--- src/rtl/nibble_serial_subtractor_if.sv ---
// Handshake and data bundle for the nibble-serial subtractor.
// The requester (master) drives start and the operands; the subtractor
// (slave) returns the status, the difference and the condition flags.
interface nibble_serial_subtractor_if #(
  parameter int WIDTH = 32
);
  logic             start;
  logic [WIDTH-1:0] a;
  logic [WIDTH-1:0] b;
  logic             busy;
  logic             done;
  logic [WIDTH-1:0] diff;
  logic             borrow_out;
  logic             zero;
  logic             neg;
  logic             ovf;

  modport master (
    output start, a, b,
    input  busy, done, diff, borrow_out, zero, neg, ovf
  );

  modport slave (
    input  start, a, b,
    output busy, done, diff, borrow_out, zero, neg, ovf
  );
endinterface

--- src/rtl/nibble_serial_subtractor.sv ---
// Multi-cycle a - b for the miniRISC ALU path.
// One 4-bit nibble is subtracted per clock (LSB nibble first) as
// a + ~b + ~borrow using a generate/propagate lookahead; the borrow is
// registered between nibbles. Flags are produced when the last nibble lands.
module nibble_serial_subtractor #(
  parameter int WIDTH = 32
) (
  input  logic                        clk,
  input  logic                        rst,
  nibble_serial_subtractor_if.slave   bus
);

  localparam int NNIB = WIDTH / 4;
  localparam int IDXW = (NNIB > 1) ? $clog2(NNIB) : 1;
  localparam logic [IDXW-1:0] LAST_IDX = IDXW'(NNIB - 1);

  typedef enum logic [1:0] {
    IDLE = 2'd0,
    RUN  = 2'd1,
    DONE = 2'd2
  } state_t;

  state_t           state_q;
  logic [WIDTH-1:0] a_q;
  logic [WIDTH-1:0] b_q;
  logic [IDXW-1:0]  nibIdx_q;
  logic             borrowChain_q;
  logic [WIDTH-1:0] diff_q;
  logic             busy_q;
  logic             done_q;
  logic             borrowOut_q;
  logic             zero_q;
  logic             neg_q;
  logic             ovf_q;

  logic [3:0]       nibA;
  logic [3:0]       nibB;
  logic             carryIn;
  logic [3:0]       gen;
  logic [3:0]       prop;
  logic [3:0]       carry;
  logic             carryOut;
  logic [3:0]       nibSum;
  logic             borrowChain_d;
  logic [WIDTH-1:0] diff_d;

  // Current nibble: a + ~b + ~borrow with all carries looked ahead from g/p,
  // and the full difference as it will look once this nibble is written.
  always_comb begin
    nibA     = a_q[{nibIdx_q, 2'b00} +: 4];
    nibB     = ~b_q[{nibIdx_q, 2'b00} +: 4];
    carryIn  = ~borrowChain_q;
    gen      = nibA & nibB;
    prop     = nibA ^ nibB;
    carry[0] = carryIn;
    carry[1] = gen[0] | (prop[0] & carryIn);
    carry[2] = gen[1] | (prop[1] & gen[0]) | (prop[1] & prop[0] & carryIn);
    carry[3] = gen[2] | (prop[2] & gen[1]) | (prop[2] & prop[1] & gen[0])
             | (prop[2] & prop[1] & prop[0] & carryIn);
    carryOut = gen[3] | (prop[3] & gen[2]) | (prop[3] & prop[2] & gen[1])
             | (prop[3] & prop[2] & prop[1] & gen[0])
             | (prop[3] & prop[2] & prop[1] & prop[0] & carryIn);
    nibSum   = prop ^ carry;
    borrowChain_d = ~carryOut;
    diff_d   = diff_q;
    diff_d[{nibIdx_q, 2'b00} +: 4] = nibSum;
  end

  // Control FSM with registered status, datapath and flag outputs. Start is
  // only honoured in IDLE/DONE so a second request during RUN is dropped.
  always_ff @(posedge clk or posedge rst) begin
    if (rst) begin
      state_q       <= IDLE;
      a_q           <= '0;
      b_q           <= '0;
      nibIdx_q      <= '0;
      borrowChain_q <= 1'b0;
      diff_q        <= '0;
      busy_q        <= 1'b0;
      done_q        <= 1'b0;
      borrowOut_q   <= 1'b0;
      zero_q        <= 1'b0;
      neg_q         <= 1'b0;
      ovf_q         <= 1'b0;
    end else begin
      case (state_q)
        IDLE, DONE: begin
          done_q <= 1'b0;
          if (bus.start) begin
            state_q       <= RUN;
            a_q           <= bus.a;
            b_q           <= bus.b;
            nibIdx_q      <= '0;
            borrowChain_q <= 1'b0;
            diff_q        <= '0;
            busy_q        <= 1'b1;
            borrowOut_q   <= 1'b0;
            zero_q        <= 1'b0;
            neg_q         <= 1'b0;
            ovf_q         <= 1'b0;
          end else begin
            state_q <= IDLE;
            busy_q  <= 1'b0;
          end
        end
        RUN: begin
          diff_q        <= diff_d;
          borrowChain_q <= borrowChain_d;
          if (nibIdx_q == LAST_IDX) begin
            state_q     <= DONE;
            nibIdx_q    <= '0;
            busy_q      <= 1'b0;
            done_q      <= 1'b1;
            borrowOut_q <= borrowChain_d;
            zero_q      <= (diff_d == '0);
            neg_q       <= diff_d[WIDTH-1];
            ovf_q       <= (a_q[WIDTH-1] != b_q[WIDTH-1]) &&
                           (diff_d[WIDTH-1] != a_q[WIDTH-1]);
          end else begin
            nibIdx_q <= nibIdx_q + IDXW'(1);
          end
        end
        default: begin
          state_q <= IDLE;
          busy_q  <= 1'b0;
          done_q  <= 1'b0;
        end
      endcase
    end
  end

  assign bus.busy       = busy_q;
  assign bus.done       = done_q;
  assign bus.diff       = diff_q;
  assign bus.borrow_out = borrowOut_q;
  assign bus.zero       = zero_q;
  assign bus.neg        = neg_q;
  assign bus.ovf        = ovf_q;

endmodule

--- src/flat_wrapper.sv ---
// flat-port wrapper written by rule: the top's interface ports become plain ports
module nibble_serial_subtractor_flat 
#(
  parameter int WIDTH = 32
)
  (clk, rst, bus_start, bus_a, bus_b, bus_busy, bus_done, bus_diff, bus_borrow_out, bus_zero, bus_neg, bus_ovf);
  nibble_serial_subtractor_if #(.WIDTH(WIDTH)) bus_i ();
  input  logic clk;
  input  logic rst;
  input wire logic [$bits(bus_i.start)-1:0] bus_start;
  input wire logic [$bits(bus_i.a)-1:0] bus_a;
  input wire logic [$bits(bus_i.b)-1:0] bus_b;
  output wire logic [$bits(bus_i.busy)-1:0] bus_busy;
  output wire logic [$bits(bus_i.done)-1:0] bus_done;
  output wire logic [$bits(bus_i.diff)-1:0] bus_diff;
  output wire logic [$bits(bus_i.borrow_out)-1:0] bus_borrow_out;
  output wire logic [$bits(bus_i.zero)-1:0] bus_zero;
  output wire logic [$bits(bus_i.neg)-1:0] bus_neg;
  output wire logic [$bits(bus_i.ovf)-1:0] bus_ovf;
  assign bus_i.start = bus_start;
  assign bus_i.a = bus_a;
  assign bus_i.b = bus_b;
  assign bus_busy = bus_i.busy;
  assign bus_done = bus_i.done;
  assign bus_diff = bus_i.diff;
  assign bus_borrow_out = bus_i.borrow_out;
  assign bus_zero = bus_i.zero;
  assign bus_neg = bus_i.neg;
  assign bus_ovf = bus_i.ovf;
  nibble_serial_subtractor #(.WIDTH(WIDTH)) u_core (.clk(clk), .rst(rst), .bus(bus_i));
endmodule
--- config.mk ---
export PLATFORM = sky130hd
export DESIGN_NAME = nibble_serial_subtractor_flat
export DESIGN_NICKNAME = d
export VERILOG_FILES = /design/src/rtl/nibble_serial_subtractor_if.sv /design/src/rtl/nibble_serial_subtractor.sv /design/src/flat_wrapper.sv
export SDC_FILE = /design/constraint.sdc
export NUM_CORES = 1
export LEC_CHECK = 0
export ABC_AREA = 1
export CORE_ASPECT_RATIO = 0.8
export CORE_MARGIN = 2
export CORE_UTILIZATION = 45
export DETAILED_ROUTE_END_ITERATION = 7
export PLACE_DENSITY = 0.8
export SYNTH_ARGS = -nofsm -noshare
export SYNTH_HDL_FRONTEND = slang
export SYNTH_SLANG_ARGS = --single-unit
--- constraint.sdc ---
create_clock -name clk -period 6.9 [get_ports clk]
set_input_delay 1.38 -clock clk [delete_from_list [all_inputs] [get_ports clk]]
set_output_delay 1.38 -clock clk [all_outputs]
set_load 0.1 [all_outputs]
==> flow_metrics.env, run 1 <==
export IMPL_status="complete, no violations"
export IMPL_critPathCaptureType="flop"
export IMPL_cts_buffers=9
export IMPL_cts_tree="built"
export IMPL_clk_pin_slew_ns=0.07
export IMPL_synthToLayoutAreaGrowth_pct=25.8
export IMPL_grt_max_degree=80
export IMPL_ant_nets=0
export IMPL_grt_use_met2=0.364
export IMPL_period_share=0.566
export IMPL_use_met1=0.326
export IMPL_portBuffers=104
export IMPL_slew_violations=0
export IMPL_max_freq_mhz=256
export IMPL_die_area_um2=13100
export IMPL_layout_drive_gt1_share=0.121
export IMPL_yosysSeqAreaShare=0.481
export IMPL_gr_total_overflow=0
export IMPL_cap_violations=0
export IMPL_ctsHoldBuffers=0
export IMPL_root_buffer="clkbuf_16"
export IMPL_ys_warn_count=0
export IMPL_cts_resized_gates=0
export IMPL_nFillCells=1083
export IMPL_vias=4744
export IMPL_fp_dieH_um=103
export IMPL_cts_htree_levels=3
export IMPL_postSynthCellCount=632
export IMPL_seq_area_um2=2650
export IMPL_critPathKind="in2reg"
export IMPL_ios=105
export IMPL_hold_viol=0
export IMPL_cp_required_ns=7.19
export IMPL_nets=802
export IMPL_ys_seq_elements=106
export IMPL_grt_pass1_wl_mm=23.4
export IMPL_synthAdderAreaFrac=0.0309
export IMPL_insertedDiodeCount=0
export IMPL_insertion_delay_ns=0.35
export IMPL_synthMuxAreaShare=0.106
export IMPL_cts_buffer_depth=2
export IMPL_drc_errors=0
export IMPL_grt_usage=0.231
export IMPL_routed_wl_mm=14.4
export IMPL_worstPathMaxFanout=79
export IMPL_whs_ns=0.499
export IMPL_synth_compound_area_frac=0.127
export IMPL_synthXorXnorAreaFrac=0
export IMPL_cp_arrival_ns=4.19
export IMPL_synth_nets=712
export IMPL_drtPass1Iterations=5
export IMPL_syn_area_um2=5510
export IMPL_gp_congestion=0.909
export IMPL_cp_start_kind="input pin"
export IMPL_hpwl_mm=10.1
export IMPL_setup_viol=0
export IMPL_hold_class="reg2reg"
export IMPL_ys_types=33
export IMPL_period_minus_slack_ns=3.90
export IMPL_synth_top_family_by_area="simple AND/OR/NAND/NOR gates"
export IMPL_drt_initial_drc_count=365
export IMPL_slew_headroom=0.342
export IMPL_die_x_um=128
export IMPL_yosys_area_share_simple=0.184
export IMPL_grt_busiest_layer="met2"
export IMPL_wire_per_inst_um=16.3
export IMPL_multi_input_area_um2=2470
export IMPL_core_um2=12100
export IMPL_rsz0062_at_grt="no"
export IMPL_cts_setup_buffers=0
export IMPL_grt_pass1_vias=4597
export IMPL_finalSetupTns_ns=0
export IMPL_rows=36
export IMPL_worstMarginPinSlew_ns=0.984
export IMPL_avgSynthCellArea_um2=8.72
export IMPL_grt_use_met3=0.0550
export IMPL_start_util=0.456
export IMPL_vias_per_cell=5.40
export IMPL_clock_sinks=106
export IMPL_grt_antenna_before_repair=0
export IMPL_finClkSkew_ns=0.00848
-- flip-flops by register name, indices dropped and copies added (netlist names), 2 cells and up --
signal	flops
u_core.nibIdx_q	3
u_core.state_q	2
u_core.a_q	32
u_core.bus.diff	32
u_core.b_q	32
-- synth_stat cells --
cell | count | share of area
nand4_1 | 5 | 0.0057
fa_1 | 1 | 0.0036
nor2_1 | 57 | 0.039
or2_2 | 1 | 0.0011
ha_1 | 12 | 0.027
nand3b_1 | 1 | 0.0014
buf_4 | 1 | 0.0014
o221ai_1 | 3 | 0.0048
buf_1 | 8 | 0.0055
o21ai_0 | 63 | 0.057
mux2_2 | 52 | 0.11
inv_6 | 1 | 0.0016
clkinv_1 | 1 | 0.00068
or2_0 | 1 | 0.0011
inv_4 | 2 | 0.0023
buf_2 | 7 | 0.0064
nand3_4 | 1 | 0.0032
clkbuf_1 | 11 | 0.0075
nand2_4 | 1 | 0.0020
a22o_1 | 6 | 0.0095
o22ai_1 | 23 | 0.026
nand3_1 | 31 | 0.028
o211ai_1 | 3 | 0.0041
a31oi_1 | 5 | 0.0057
inv_2 | 3 | 0.0020
nor2_2 | 3 | 0.0034
a21oi_1 | 22 | 0.020
buf_8 | 1 | 0.0027
nand2_1 | 137 | 0.093
nand2_2 | 3 | 0.0034
inv_1 | 59 | 0.040
dfrtp_1 | 106 | 0.48
nor2_4 | 1 | 0.0020
-- layer usage --
metal	wire length (um)	part of all wire	vias up
met5	0	0	-
met4	200	0.014	0
met3	979	0.068	18
met2	6480	0.45	169
met1	6690	0.47	2280
li1	-	-	2277
-- critical path, stage by stage --
cell and delay (ns):
clkdlybuf4s50_1 0.41, nand2_2 0.06, buf_4 0.67, nand2_1 0.74
inv_1 0.63, a22o_1 0.24
-- cell families after synthesis --
logic type      after synthesis
mux                          52
fa+ha+maj                    13
compound gates              125
flops                       106
buf+inv                      94
simple gates                242
-- stage by stage --
step | utilization | area [um^2] | worst slack [ns] | cells
after detailed placement | 0.550 | 6640 | 2.68 | 863
after global placement | 0.550 | 6640 | 2.74 | 863
after floorplan | - | 5510 | 2.73 | 632
after global routing | 0.574 | 6930 | 2.69 | 879
after CTS | 0.574 | 6930 | 3.03 | 879
final | 0.574 | 6930 | 3.00 | 879
-- final timing paths --
check / from / endpoint / slack (ns) / depth (start not counted)
worst min-delay path: u_core.bus.borrow_out$_DFFE_PP0P_ / u_core.bus.borrow_out$_DFFE_PP0P_ / 0.50 / 2
worst max register to register: u_core.nibIdx_q[0]$_DFFE_PP0P_ / u_core.bus.zero$_DFFE_PP0P_ / 3.02 / 20
worst min register to register: u_core.bus.borrow_out$_DFFE_PP0P_ / u_core.bus.borrow_out$_DFFE_PP0P_ / 0.50 / 2
worst max-delay path: bus_start / u_core.bus.diff[0]$_DFFE_PP0P_ / 3.00 / 6
min in group asynchronous: rst / u_core.b_q[30]$_DFFE_PP0P_ / 1.45 / 2
max in group asynchronous: rst / u_core.bus.diff[20]$_DFFE_PP0P_ / 4.24 / 3
-- area by class of cell --
class	instances	share of cell area
Sequential cell	106	0.383
Multi-Input combinational cell	432	0.357
Timing Repair Buffer	107	0.153
Inverter	66	0.0375
Clock buffer	10	0.0330
Tap cell	152	0.0274
Clock inverter	6	0.00938
-- cells in the final DEF (no fill, tap or decap), types with 4 or more instances in the layout --
cell             Yosys  layout
mux2_2              52      52
nand2_1            137     136
o22ai_1             23      23
nand3_1             31      31
o21ai_0             63      63
a21oi_1             22      22
nand4_1              5       5
ha_1                12      12
nand2_2              3       4
dfrtp_1            106     106
inv_1               59      58
a22o_1               6       6
a31oi_1              5       5
nor2_1              57      57
clkdlybuf4s50_1      0     104
clkbuf_16            0       9
Power of run 1 is left out: the tool's default activity adds up to more than one toggle a clock period on the data nets, which glitch-free logic cannot reach.
==> inputs of run 2 (changes only) <==
==> constraint.sdc (replaced) <==
create_clock -name clk -period 4 [get_ports clk]
set_input_delay 0.8 -clock clk [delete_from_list [all_inputs] [get_ports clk]]
set_output_delay 0.8 -clock clk [all_outputs]
set_load 0.1 [all_outputs]
==> flow_metrics.env, run 2 (synthesized netlist as in run 1, its figures left out) <==
export IMPL_critPathKind="reg2reg"
export IMPL_top_layer_used="met4"
export IMPL_core_um2=12100
export IMPL_period_share=0.861
export IMPL_vias=4921
export IMPL_layout_cells_non_filler=881
export IMPL_clock_sinks=106
export IMPL_post_route_cell_area_um2=6970
export IMPL_multi_input_area_um2=2470
export IMPL_hpwl_mm=10.3
export IMPL_drc_errors=0
export IMPL_worstPathMaxFanout=37
export IMPL_cp_required_ns=4.29
export IMPL_cts_htree_levels=3
export IMPL_cp_arrival_ns=3.74
export IMPL_insertion_delay_ns=0.35
export IMPL_cts_resized_gates=0
export IMPL_rows=36
export IMPL_setup_viol=0
export IMPL_cts_buffer_depth=2
export IMPL_grt_pass1_vias=4999
export IMPL_nets=804
export IMPL_critPathCaptureType="flop"
export IMPL_cts_setup_buffers=0
export IMPL_period_minus_slack_ns=3.45
export IMPL_worstMarginPinSlew_ns=0.988
export IMPL_hold_class="reg2reg"
export IMPL_drtPass1Iterations=7
export IMPL_grt_antenna_before_repair=0
export IMPL_portBuffers=104
export IMPL_grt_pass1_wl_mm=24.0
export IMPL_drt_initial_drc_count=477
export IMPL_rsz0062_at_grt="no"
export IMPL_cp_start_kind="flop"
export IMPL_cp_top_family="simple AND/OR/NAND/NOR gates"
export IMPL_ctsHoldBuffers=0
export IMPL_insertedDiodeCount=0
export IMPL_layout_drive_gt1_share=0.125
export IMPL_grt_usage=0.230
export IMPL_grt_max_degree=79
export IMPL_cts_tree="built"
export IMPL_fp_dieH_um=103
export IMPL_finalSetupTns_ns=0
export IMPL_max_freq_mhz=290
export IMPL_route_met3_wl_mm=1.20
export IMPL_slew_headroom=0.339
export IMPL_seq_area_um2=2650
export IMPL_die_x_um=128
export IMPL_place_area_um2=6670
export IMPL_met1Wirelength_mm=6.42
export IMPL_layout_commonest_cell="nand2_1"
export IMPL_routed_wl_mm=14.5
export IMPL_clk_pin_slew_ns=0.07
export IMPL_nFillCells=1038
export IMPL_slowest_stage="fa_1"
export IMPL_crit_chain="inv_6 > a21oi_1 > o21ai_0 > o21ai_0 > inv_1 > o21ai_0 > inv_1 > fa_1 > nor2_1 > nand3_1 > nand3_1 > nand2_1 > nand2_1 > nor2_1 > nand3_1 > nor2_1 > nand3_1 > nor2_1 > nand2_1 > nand2_1"
export IMPL_wl_met2_mm=6.61
export IMPL_ant_nets=0
export IMPL_finClkSkew_ns=0.0106
export IMPL_start_util=0.456
export IMPL_synthToLayoutAreaGrowth_pct=26.6
export IMPL_cap_violations=0
export IMPL_crit_buf_inv=3
export IMPL_cts_buffers=9
export IMPL_max_stage_delay_ns=0.60
export IMPL_gp_congestion=0.938
export IMPL_ios=105
export IMPL_status="complete, no violations"
export IMPL_most_common_layout_cells="136 x nand2_1, 105 x dfrtp_1, 104 x clkdlybuf4s50_1"
export IMPL_slew_violations=0
export IMPL_place_inst=865
export IMPL_root_buffer="clkbuf_16"
export IMPL_die_area_um2=13100
export IMPL_gr_total_overflow=0
export IMPL_wire_per_inst_um=16.5
export IMPL_hold_viol=0
export IMPL_vias_per_cell=5.59
-- run 2: final cells by class --
class | instances | area share
multi-input cells | 432 | 0.355
inverters | 66 | 0.0373
flip-flops and latches | 106 | 0.381
clock inverters | 5 | 0.00897
repair buffers | 109 | 0.156
clock buffers | 11 | 0.0348
well taps | 152 | 0.0273
-- run 2: metrics by stage --
stage | hold slack, ns | utilization | worst slack, ns
6_report | 0.482 | 0.578 | 0.554
5_1_grt | 0.516 | 0.578 | 0.182
4_1_cts | 0.491 | 0.578 | 0.445
3_5_place_dp | 0.469 | 0.552 | 0.469
3_3_place_gp | 0.484 | 0.552 | 0.646
2_1_floorplan | 0.474 | - | 0.411
-- run 2: final timing paths --
check                                                from                         endpoint  slack [ns]  depth (start not counted)
min reg2reg                    u_core.bus.ovf$_DFFE_PP0P_       u_core.bus.ovf$_DFFE_PP0P_        0.48                          2
max reg2reg                u_core.nibIdx_q[0]$_DFFE_PP0P_      u_core.bus.zero$_DFFE_PP0P_        0.55                         20
min in group asynchronous                             rst  u_core.bus.diff[29]$_DFFE_PP0P_        0.98                          2
max in group asynchronous                             rst   u_core.nibIdx_q[0]$_DFFE_PP0P_        2.29                          3
min                            u_core.bus.ovf$_DFFE_PP0P_       u_core.bus.ovf$_DFFE_PP0P_        0.48                          2
max                        u_core.nibIdx_q[0]$_DFFE_PP0P_      u_core.bus.zero$_DFFE_PP0P_        0.55                         20
-- run 2: routing by layer --
metal,GRT usage,vias up
li1,-,2287
met1,0.303,2360
met2,0.378,236
met3,0.0592,38
met4,0.0735,0
met5,0,-
-- run 2: worst reg2reg max path: stages (launching register included) --
cell	delay, ns
dfrtp_2	0.58
inv_6	0.19
a21oi_1	0.18
o21ai_0	0.12
o21ai_0	0.10
inv_1	0.05
o21ai_0	0.29
inv_1	0.11
fa_1	0.60
nor2_1	0.10
nand3_1	0.12
nand3_1	0.12
nand2_1	0.11
nand2_1	0.06
nor2_1	0.12
nand3_1	0.12
nor2_1	0.12
nand3_1	0.09
nor2_1	0.10
nand2_1	0.06
nand2_1	0.05
Power of run 2 is left out for the same reason.
